--- config.mk ---
export PLATFORM = sky130hd
export DESIGN_NAME = alu_instr_encoder_flat
export DESIGN_NICKNAME = d
export VERILOG_FILES = /design/src/rtl/alu_instr_encoder_if.sv /design/src/rtl/alu_instr_encoder.sv /design/src/flat_wrapper.sv
export SDC_FILE = /design/constraint.sdc
export NUM_CORES = 1
export LEC_CHECK = 0
export CAP_MARGIN = 20
export CORE_UTILIZATION = 45
export CTS_CLUSTER_DIAMETER = 50
export CTS_CLUSTER_SIZE = 20
export DETAILED_ROUTE_END_ITERATION = 16
export PLACE_DENSITY_LB_ADDON = 0.12
export SETUP_SLACK_MARGIN = 0.1
export SLEW_MARGIN = 0
export SYNTH_ARGS = -nofsm -noshare
export SYNTH_HDL_FRONTEND = slang
export SYNTH_SLANG_ARGS = --single-unit
--- constraint.sdc ---
create_clock -name clk -period 2.7 [get_ports clk]
set_input_delay 0.54 -clock clk [delete_from_list [all_inputs] [get_ports clk]]
set_output_delay 0.54 -clock clk [all_outputs]
set_load 0.02 [all_outputs]
--- src/rtl/alu_instr_encoder_if.sv ---
// Request and issue ports of the ALU instruction encoder.
// master: the requester / consumer side.  slave: the encoder.
interface alu_instr_encoder_if;
    logic        req_valid;
    logic        req_ready;
    logic [3:0]  req_op;
    logic [1:0]  req_rn;
    logic [1:0]  req_rm;
    logic [1:0]  req_rx;
    logic [1:0]  req_sh;
    logic [1:0]  req_cin;
    logic [3:0]  req_amt;
    logic [8:0]  req_imm;
    logic        req_wide;
    logic        instr_valid;
    logic        instr_ready;
    logic [15:0] instr;

    modport master (
        output req_valid, req_op, req_rn, req_rm, req_rx, req_sh, req_cin,
               req_amt, req_imm, req_wide, instr_ready,
        input  req_ready, instr_valid, instr
    );

    modport slave (
        input  req_valid, req_op, req_rn, req_rm, req_rx, req_sh, req_cin,
               req_amt, req_imm, req_wide, instr_ready,
        output req_ready, instr_valid, instr
    );
endinterface

--- src/rtl/alu_instr_encoder.sv ---
// Packs ALU operation requests into 16-bit instruction words and queues them
// for the decoder. Wide ADR/SBR requests become a LOW word followed by a
// carry-chained HIGH word.
//
// state | meaning
// ------+---------------------------------------------------------------
// IDLE  | accepting requests while the FIFO has room
// HIGH  | LOW word of a wide op queued; HIGH word waits for a free slot
module alu_instr_encoder #(
    parameter int DEPTH = 4
) (
    input  logic               clk,
    input  logic               rst_n,
    alu_instr_encoder_if.slave bus,
    output logic               err,
    output logic               busy
);
    localparam int PW = (DEPTH > 1) ? $clog2(DEPTH) : 1;
    localparam int CW = PW + 1;
    localparam logic [CW-1:0] FULL = CW'(DEPTH);

    typedef enum logic {
        IDLE = 1'b0,
        HIGH = 1'b1
    } state_t;

    state_t        state;
    logic          hi_sbr;
    logic          hi_rn_msb;
    logic          hi_rm_msb;
    logic [1:0]    hi_rx;
    logic [1:0]    hi_sh;

    logic [15:0]   mem [DEPTH];
    logic [PW-1:0] wr_ptr;
    logic [PW-1:0] rd_ptr;
    logic [CW-1:0] count;

    logic          not_full;
    logic          accept;
    logic          pop;
    logic          push;
    logic          req_legal;
    logic          wide_req;
    logic [15:0]   req_word;
    logic [15:0]   low_word;
    logic [15:0]   high_word;
    logic [15:0]   push_word;

    function automatic logic [15:0] encode(
        input logic [3:0] op,
        input logic [1:0] rn,
        input logic [1:0] rm,
        input logic [1:0] rx,
        input logic [1:0] sh,
        input logic [1:0] cin,
        input logic [3:0] amt,
        input logic [8:0] imm
    );
        logic [15:0] w;
        w = '0;
        case (op)
            4'd0:  w = {5'b00001, 1'b0, cin, sh, rx, rn, rm};
            4'd1:  w = {4'b0001, rn[0], 2'b00, imm};
            4'd2:  w = {5'b00100, rn, imm};
            4'd3:  w = {5'b00101, 1'b0, cin, sh, rx, rn, rm};
            4'd4:  w = {4'b0011, rn[0], 2'b00, imm};
            4'd5:  w = {5'b01000, rn, imm};
            4'd6:  w = {5'b01001, 1'b0, cin, sh, rx, rn, rm};
            4'd7:  w = {5'b01010, 1'b0, cin, amt, 2'b00, rm};
            4'd8:  w = {5'b01011, 1'b0, cin, amt, 2'b00, rm};
            4'd9:  w = {5'b01100, 1'b0, cin, sh, rx, rn, rm};
            4'd10: w = {5'b01101, 2'b00, imm};
            4'd11: w = {5'b01110, 2'b00, |amt, rn, rm, amt};
            4'd12: w = {5'b01111, 2'b00, |amt, rn, rm, amt};
            default: w = '0;
        endcase
        return w;
    endfunction

    assign not_full        = (count < FULL);
    assign bus.req_ready   = (state == IDLE) & not_full;
    assign bus.instr_valid = (count != '0);
    assign bus.instr       = bus.instr_valid ? mem[rd_ptr] : 16'h0000;
    assign busy            = (state == HIGH) | (count != '0);

    assign accept    = bus.req_valid & bus.req_ready;
    assign pop       = bus.instr_valid & bus.instr_ready;
    assign req_legal = (bus.req_op <= 4'd12);
    assign wide_req  = bus.req_wide & ((bus.req_op == 4'd0) | (bus.req_op == 4'd3));

    assign req_word  = encode(bus.req_op, bus.req_rn, bus.req_rm, bus.req_rx,
                              bus.req_sh, bus.req_cin, bus.req_amt, bus.req_imm);
    // LOW half pairs the even registers with no incoming carry/borrow.
    assign low_word  = encode(bus.req_op, {bus.req_rn[1], 1'b0}, {bus.req_rm[1], 1'b0},
                              bus.req_rx, bus.req_sh, 2'b00, 4'd0, 9'd0);
    // HIGH half pairs the odd registers and chains the LOW half's carry.
    assign high_word = encode(hi_sbr ? 4'd3 : 4'd0, {hi_rn_msb, 1'b1}, {hi_rm_msb, 1'b1},
                              hi_rx, hi_sh, 2'b10, 4'd0, 9'd0);

    // Select what, if anything, enters the FIFO this cycle.
    always_comb begin
        push      = 1'b0;
        push_word = '0;
        if (state == HIGH) begin
            push      = not_full;
            push_word = high_word;
        end else if (accept & req_legal) begin
            push      = 1'b1;
            push_word = wide_req ? low_word : req_word;
        end
    end

    // Sequencer: wide-op state, latched HIGH-word fields and the error pulse.
    always_ff @(posedge clk or negedge rst_n) begin
        if (!rst_n) begin
            state     <= IDLE;
            hi_sbr    <= 1'b0;
            hi_rn_msb <= 1'b0;
            hi_rm_msb <= 1'b0;
            hi_rx     <= 2'b00;
            hi_sh     <= 2'b00;
            err       <= 1'b0;
        end else begin
            err <= accept & ~req_legal;
            case (state)
                IDLE: begin
                    if (accept & req_legal & wide_req) begin
                        state     <= HIGH;
                        hi_sbr    <= (bus.req_op == 4'd3);
                        hi_rn_msb <= bus.req_rn[1];
                        hi_rm_msb <= bus.req_rm[1];
                        hi_rx     <= bus.req_rx;
                        hi_sh     <= bus.req_sh;
                    end
                end
                HIGH: begin
                    if (not_full) begin
                        state <= IDLE;
                    end
                end
                default: state <= IDLE;
            endcase
        end
    end

    // Instruction FIFO storage, pointers and occupancy.
    always_ff @(posedge clk or negedge rst_n) begin
        if (!rst_n) begin
            for (int i = 0; i < DEPTH; i++) begin
                mem[i] <= '0;
            end
            wr_ptr <= '0;
            rd_ptr <= '0;
            count  <= '0;
        end else begin
            if (push) begin
                mem[wr_ptr] <= push_word;
                wr_ptr      <= wr_ptr + PW'(1);
            end
            if (pop) begin
                rd_ptr <= rd_ptr + PW'(1);
            end
            case ({push, pop})
                2'b10:   count <= count + CW'(1);
                2'b01:   count <= count - CW'(1);
                default: count <= count;
            endcase
        end
    end
endmodule

--- src/flat_wrapper.sv ---
// flat-port wrapper written by rule: the top's interface ports become plain ports
module alu_instr_encoder_flat 
#(
    parameter int DEPTH = 4
)
  (clk, rst_n, err, busy, bus_req_valid, bus_req_op, bus_req_rn, bus_req_rm, bus_req_rx, bus_req_sh, bus_req_cin, bus_req_amt, bus_req_imm, bus_req_wide, bus_instr_ready, bus_req_ready, bus_instr_valid, bus_instr);
  alu_instr_encoder_if bus_i ();
  input  logic clk;
  input  logic rst_n;
  output logic err;
  output logic busy;
  input wire logic [$bits(bus_i.req_valid)-1:0] bus_req_valid;
  input wire logic [$bits(bus_i.req_op)-1:0] bus_req_op;
  input wire logic [$bits(bus_i.req_rn)-1:0] bus_req_rn;
  input wire logic [$bits(bus_i.req_rm)-1:0] bus_req_rm;
  input wire logic [$bits(bus_i.req_rx)-1:0] bus_req_rx;
  input wire logic [$bits(bus_i.req_sh)-1:0] bus_req_sh;
  input wire logic [$bits(bus_i.req_cin)-1:0] bus_req_cin;
  input wire logic [$bits(bus_i.req_amt)-1:0] bus_req_amt;
  input wire logic [$bits(bus_i.req_imm)-1:0] bus_req_imm;
  input wire logic [$bits(bus_i.req_wide)-1:0] bus_req_wide;
  input wire logic [$bits(bus_i.instr_ready)-1:0] bus_instr_ready;
  output wire logic [$bits(bus_i.req_ready)-1:0] bus_req_ready;
  output wire logic [$bits(bus_i.instr_valid)-1:0] bus_instr_valid;
  output wire logic [$bits(bus_i.instr)-1:0] bus_instr;
  assign bus_i.req_valid = bus_req_valid;
  assign bus_i.req_op = bus_req_op;
  assign bus_i.req_rn = bus_req_rn;
  assign bus_i.req_rm = bus_req_rm;
  assign bus_i.req_rx = bus_req_rx;
  assign bus_i.req_sh = bus_req_sh;
  assign bus_i.req_cin = bus_req_cin;
  assign bus_i.req_amt = bus_req_amt;
  assign bus_i.req_imm = bus_req_imm;
  assign bus_i.req_wide = bus_req_wide;
  assign bus_i.instr_ready = bus_instr_ready;
  assign bus_req_ready = bus_i.req_ready;
  assign bus_instr_valid = bus_i.instr_valid;
  assign bus_instr = bus_i.instr;
  alu_instr_encoder #(.DEPTH(DEPTH)) u_core (.clk(clk), .rst_n(rst_n), .bus(bus_i), .err(err), .busy(busy));
endmodule
==> results.toml, run 1 <==
[route]
num_vias = 3437
dr.pass1.iters = 4
wl_mm = 10.7
ant_nets = 0
wl_per_cell_microns = 17.1
viasPerCell = 5.49
drc = 0
first_iter_violations = 248

[yosys]
synth_edf_count = 0
syn-num-nets = 463
ys_ff_latch = 76
synth.avg_cell_area_sq_um = 10.6
synth_async_sr_flop_share_pct = 100
yosysUniqueCellTypes = 63
ys_warn_count = 0
synth_top_flop_cell = "dfrtp_1"
ys_seq_area_share_pct = 42.3
synth.cell_area_sq_um = 4500
synth_cells = 425

[timing]
skew_ps = 12.3
period_needed_ps = 2510
slew_violations = 0
tightest_slew_ps = 961
setup_ws_ps = 195
fin_hold_ws_ps = 339
slew_headroom_pct = 35.9
tns_ps = 0
finalSetupViolCount = 0
rsz0062_at_grt = "false"
min_period_over_period_pct = 92.8
finalHoldViolCount = 0
max_freq_mhz = 399

[placement]
dp_hpwl_mm = 7.78
gp_congestion = 0.940
pre_cts_slack_ps = -169
io_buffers = 50

[floorplanning]
die_h_microns = 102
pin_count = 52
initial_core_util_pct = 46.2
core_area_sq_um = 9730
die_area_sq_um = 10400
die_w_microns = 102
num_rows = 36

[power_and_ir_drop]
peakVddDrop_mv = 0.493
power_density_nw_per_um2 = 951
power.leakage_nw = 2.40

[worst_setup_path]
crit_family = "multiplexers"
slowest_stage = "mux4_2"
cp.arrival_ps = 1970
worstPathMaxFanout = 17
worst_r2r_path_depth = 6
critPathBufInv = 2
cpPeakStageDelay_ps = 540
crit_type = "reg -> out"
path_cells = "buf_12 > mux4_2 > and2_1 > dlygate4sd2_1"
critPathCaptureType = "output port"
critPathLaunchType = "flip-flop"
critical_path_cell_count = 4
required_ps = 2160

[finish]
areaGrowthSynthToFinish_pct = 18.6
final-seq-area_sq_um = 1900
multi_input_area_sq_um = 2280
nets = 526
antennaDiodeCount = 0
n_fill_cell = 886
drive_above_1_share_pct = 21.5

[run]
maxCapViolCount = 0

[cts]
post_cts_buffers = 0
cts_max_path_buffers = 2
h-tree-depth = 3
clockRootBuffer = "clkbuf_8"
insertion_delay_ps = 360
path_clk_slew_ps = 80
cts.sink_count = 76
cts_tree = "done"
cts_made_buffers = 9

[grt]
grt_antenna_before_repair = 0
grt_max_degree = 77
grt_pass1_vias = 3388
grt_first_pass_wirelength_mm = 17.6
grt_use_total_pct = 22.6
grt_overflow = 0

[status]
outcome = "finished, final reports clean"

[hold_path]
hold_path.class = "in -> async"
cell usage after synthesis (4+ instances only):
| master | count | area, sq um |
|---|---|---|
| nor2b_1 | 7 | 43.8 |
| buf_12 | 4 | 80.1 |
| a31oi_1 | 23 | 144 |
| buf_2 | 10 | 50.1 |
| nand2_1 | 52 | 195 |
| mux2i_1 | 6 | 60.1 |
| mux2_2 | 27 | 304 |
| nor2_1 | 32 | 120 |
| and2_1 | 18 | 113 |
| a22o_1 | 4 | 35.0 |
| a32oi_1 | 5 | 43.8 |
| nor3_1 | 4 | 20.0 |
| a21oi_1 | 7 | 35.0 |
| ha_1 | 5 | 62.6 |
| nand3_1 | 5 | 25.0 |
| xnor2_1 | 7 | 61.3 |
| buf_4 | 6 | 45.0 |
| inv_1 | 11 | 41.3 |
| and3_1 | 6 | 37.5 |
| clkbuf_1 | 5 | 18.8 |
| mux4_2 | 15 | 338 |
| dfrtp_1 | 76 | 1900 |
| o21ai_0 | 21 | 105 |
| clkbuf_8 | 4 | 55.1 |
logic make-up (layout without fill, tap and decap cells):
family                   after synthesis  after routing  share of synthesized area (%)
AO/OA/AOI/OAI                         95             95                           15.2
XOR/XNOR                              10             10                           1.95
adder cells (fa/ha/maj)                6              6                           1.84
buffers and inverters                 43            111                           7.04
flip-flops                            76             76                           42.3
multiplexers                          48             48                           15.6
other                                  1              1                         0.0834
AND/OR/NAND/NOR                      146            146                           16.0
report_power, final:
group | internal (mW) | switching (mW)
Clock | 0.423 | 0.406
Sequential | 1.62 | 0.256
Combinational | 1.20 | 1.17
Total | 3.24 | 1.83
repair_timing:
action | 4_1_cts | 5_1_grt
setup endpoints to repair | 15 | 1
gates resized for setup | 15 | 2
hold buffers | 0 | 0
per-layer routing:
metal | GRT usage, % | vias to the layer above | routed length (microns)
met3 | 3.83 | 16 | 425
met5 | 0 | - | 0
met4 | 8.24 | 0 | 216
met2 | 35.6 | 95 | 5100
met1 | 31.3 | 1668 | 4980
li1 | - | 1658 | -
placed cells by master, fill, tap and decap left out, types with 5 or more instances in the layout:
master / n
clkbuf_8: 9
dlygate4sd2_1: 15
nor2b_1: 7
clkdlybuf4s50_1: 33
a31oi_1: 23
buf_4: 33
ha_1: 5
o21ai_0: 21
dfrtp_1: 75
and2_1: 18
and3_1: 6
nand2_1: 52
inv_1: 11
a32oi_1: 5
xnor2_1: 7
mux4_2: 15
nor2_1: 32
a21oi_1: 7
mux2_2: 27
mux2i_1: 6
nand3_1: 5
worst paths after layout:
kind / slack, ps / start / end
hold / removal: 340 / rst_n / u_core.mem[59]
hold reg to reg: 480 / u_core.mem[28] / u_core.mem[28]
setup reg to reg: 390 / u_core.count[2] / u_core.mem[8]
setup / recovery: 190 / u_core.rd_ptr[0] / bus_instr[2]
max in group asynchronous: 1700 / rst_n / u_core.count[2]
min in group clk: 480 / u_core.mem[28] / u_core.mem[28]
sequential cells by signal (all words and copies together) (netlist names):
name	cells
u_core.hi_rm_msb	1
u_core.wr_ptr	2
u_core.state	1
u_core.hi_rx	2
u_core.hi_sbr	1
u_core.hi_sh	2
u_core.hi_rn_msb	1
u_core.count	3
u_core.err	1
u_core.rd_ptr	2
u_core.mem	60
per-stage QoR:
step	utilization [%]	std cells	cell area (sq um)	power, mW
3_5_place_dp	53.1	610	5170	4.42
2_1_floorplan	-	425	4500	3.57
5_1_grt	54.8	626	5340	5.45
6_report	54.8	626	5340	5.07
4_1_cts	54.8	626	5330	5.13
3_3_place_gp	53.1	610	5170	4.36
final cells by class:
cell class	instances	share of cell area (%)
Sequential cell	76	35.7
Multi-Input combinational cell	306	42.7
Timing Repair Buffer	84	14.3
Clock buffer	11	2.46
Clock inverter	5	0.985
Tap cell	133	3.12
Inverter	11	0.774
No activity file was read; power rests on OpenSTA's default activity.
==> run 2: changes to the inputs <==
Settings changed: CORE_MARGIN set to 2, MAX_ROUTING_LAYER set to met4.
==> run 2 against run 1 <==
Effect of this change:
- critical path depth stayed put
- power is 3.6% higher
- cell count is 0.32% higher
- flip-flop and latch count stayed put
- first-iteration DRC count is 21% lower
- clock power is 21% higher
- sequential power hardly changed
- die area is 4.0% higher
- worst setup slack better by 12 ps
- combinational power hardly changed
- largest power group unchanged
- critical path type unchanged
- design area is 1.2% higher
==> results.toml, run 2 (synthesis gave the netlist of run 1 again) <==
[timing]
period_needed_ps = 2490
tightest_slew_ps = 955
max_freq_mhz = 401
finalSetupViolCount = 0
slew_violations = 0
rsz0062_at_grt = "false"
finalHoldViolCount = 0
slew_headroom_pct = 36.4
skew_ps = 11.5
min_period_over_period_pct = 92.3
setup_ws_ps = 207

[finish]
biggestRegsByFlops = "u_core.mem x60, u_core.count x3"
areaGrowthSynthToFinish_pct = 20.1
final_util_pct = 55.5
fin_cells = 628
antennaDiodeCount = 0
layout_common_cells = "dfrtp_1, nand2_1, buf_4, clkdlybuf4s50_1, nor2_1"
final_area_sq_um = 5400
n_fill_cell = 898
nets = 528
largest-register = "u_core.mem"
drive_above_1_share_pct = 22.0
largest_register_ffs = 60
layout_commonest_cell = "dfrtp_1"

[floorplanning]
core_area_sq_um = 9730
num_rows = 36
pin_count = 52
die_w_microns = 104
die_h_microns = 104
die_area_sq_um = 10800
initial_core_util_pct = 46.2

[grt]
grt_antenna_before_repair = 0
grt_overflow = 0
grt_first_pass_wirelength_mm = 18.0
grt_use_total_pct = 21.6
grt_max_degree = 77
grt_pass1_vias = 3534

[worst_setup_path]
critPathCaptureType = "output port"
cp.arrival_ps = 1950
required_ps = 2160
r2r_slack_ps = 460
r2r-start = "u_core.count[2]"
worstPathMaxFanout = 17
crit_type = "reg -> out"
critPathLaunchType = "flip-flop"
r2r_end = "u_core.mem[8]"
worst_r2r_path_depth = 6

[cts]
cts.sink_count = 76
path_clk_slew_ps = 80
cts_max_path_buffers = 2
clockRootBuffer = "clkbuf_8"
cts_tree = "done"
h-tree-depth = 3
insertion_delay_ps = 350
cts_made_buffers = 9

[placement]
placedCellCount = 612
io_buffers = 50
gp_congestion = 0.889
placed_area_sq_um = 5180
pre_cts_slack_ps = -112
dp_hpwl_mm = 7.85

[power_and_ir_drop]
peakVddDrop_mv = 0.419
power_density_nw_per_um2 = 973
power.leakage_nw = 2.43
power_mw = 5.26

[route]
drc = 0
ant_nets = 0
dr.pass1.iters = 5
first_iter_violations = 195
num_vias = 3503
viasPerCell = 5.58
wl_mm = 10.6
wl_per_cell_microns = 16.9

[run]
maxCapViolCount = 0

[status]
outcome = "finished, final reports clean"

[hold_path]
hold_path.class = "in -> async"
-- run 2: cell count changes in the layout (fill, tap and decap cells not counted), sizes merged --
cell | before | now
bufinv | 1 | 2
clkdlybuf4s50 | 33 | 34
clkinv | 3 | 0
clkbuf | 11 | 13
buf | 35 | 37
dlymetal6s2s | 1 | 0
-- run 2: worst max path at each step --
stage          cells past startpoint         endpoint  slack [ps]        startpoint
2_1_floorplan                     11  u_core.count[2]         440     bus_req_op[1]
3_3_place_gp                       8   u_core.mem[40]         -90     bus_req_op[1]
3_5_place_dp                       8    u_core.mem[8]        -110     bus_req_op[1]
4_1_cts                            4     bus_instr[1]         180  u_core.rd_ptr[0]
5_1_grt                            4     bus_instr[1]         120  u_core.rd_ptr[0]
6_report                           4     bus_instr[1]         210  u_core.rd_ptr[0]
-- run 2: critical path, stage by stage, from the launching register on --
cell           delay, ps
dfrtp_1              370
buf_12               200
mux4_2               540
and2_1               170
dlygate4sd2_1        310
-- run 2: area by class of cell --
cell class	instances	area, sq um	area share (%)
well taps	133	166	3.08
multi-input cells	306	2280	42.2
repair buffers	86	774	14.3
clock inverters	3	67.6	1.25
flip-flops and latches	76	1900	35.2
inverters	11	41.3	0.765
clock buffers	13	169	3.13
-- run 2: what timing repair did --
action                     4_1_cts  5_1_grt
setup buffers                    0        0
hold buffers                     0        0
gates resized for setup         15        1
hold endpoints to repair         0        0
setup endpoints to repair       15        1
-- run 2: per-stage QoR --
| stage | TNS, ps | hold WS, ps |
|---|---|---|
| 2_1_floorplan | 0 | 244 |
| 4_1_cts | 0 | 365 |
| 3_5_place_dp | -594 | 463 |
| 5_1_grt | 0 | 408 |
| 6_report | 0 | 331 |
| 3_3_place_gp | -353 | 454 |
-- run 2: report_power, final --
part           internal (mW)  switching [mW]
registers               1.62           0.258
clock network          0.597           0.407
logic                   1.20            1.17
-- run 2: routing by layer --
metal	vias up	global-route usage [%]	share of wire, %
li1	1666	-	-
met1	1729	27.9	45
met2	95	34.5	49
met3	13	2.44	4.2
met4	0	9.36	2.1
met5	-	-	0
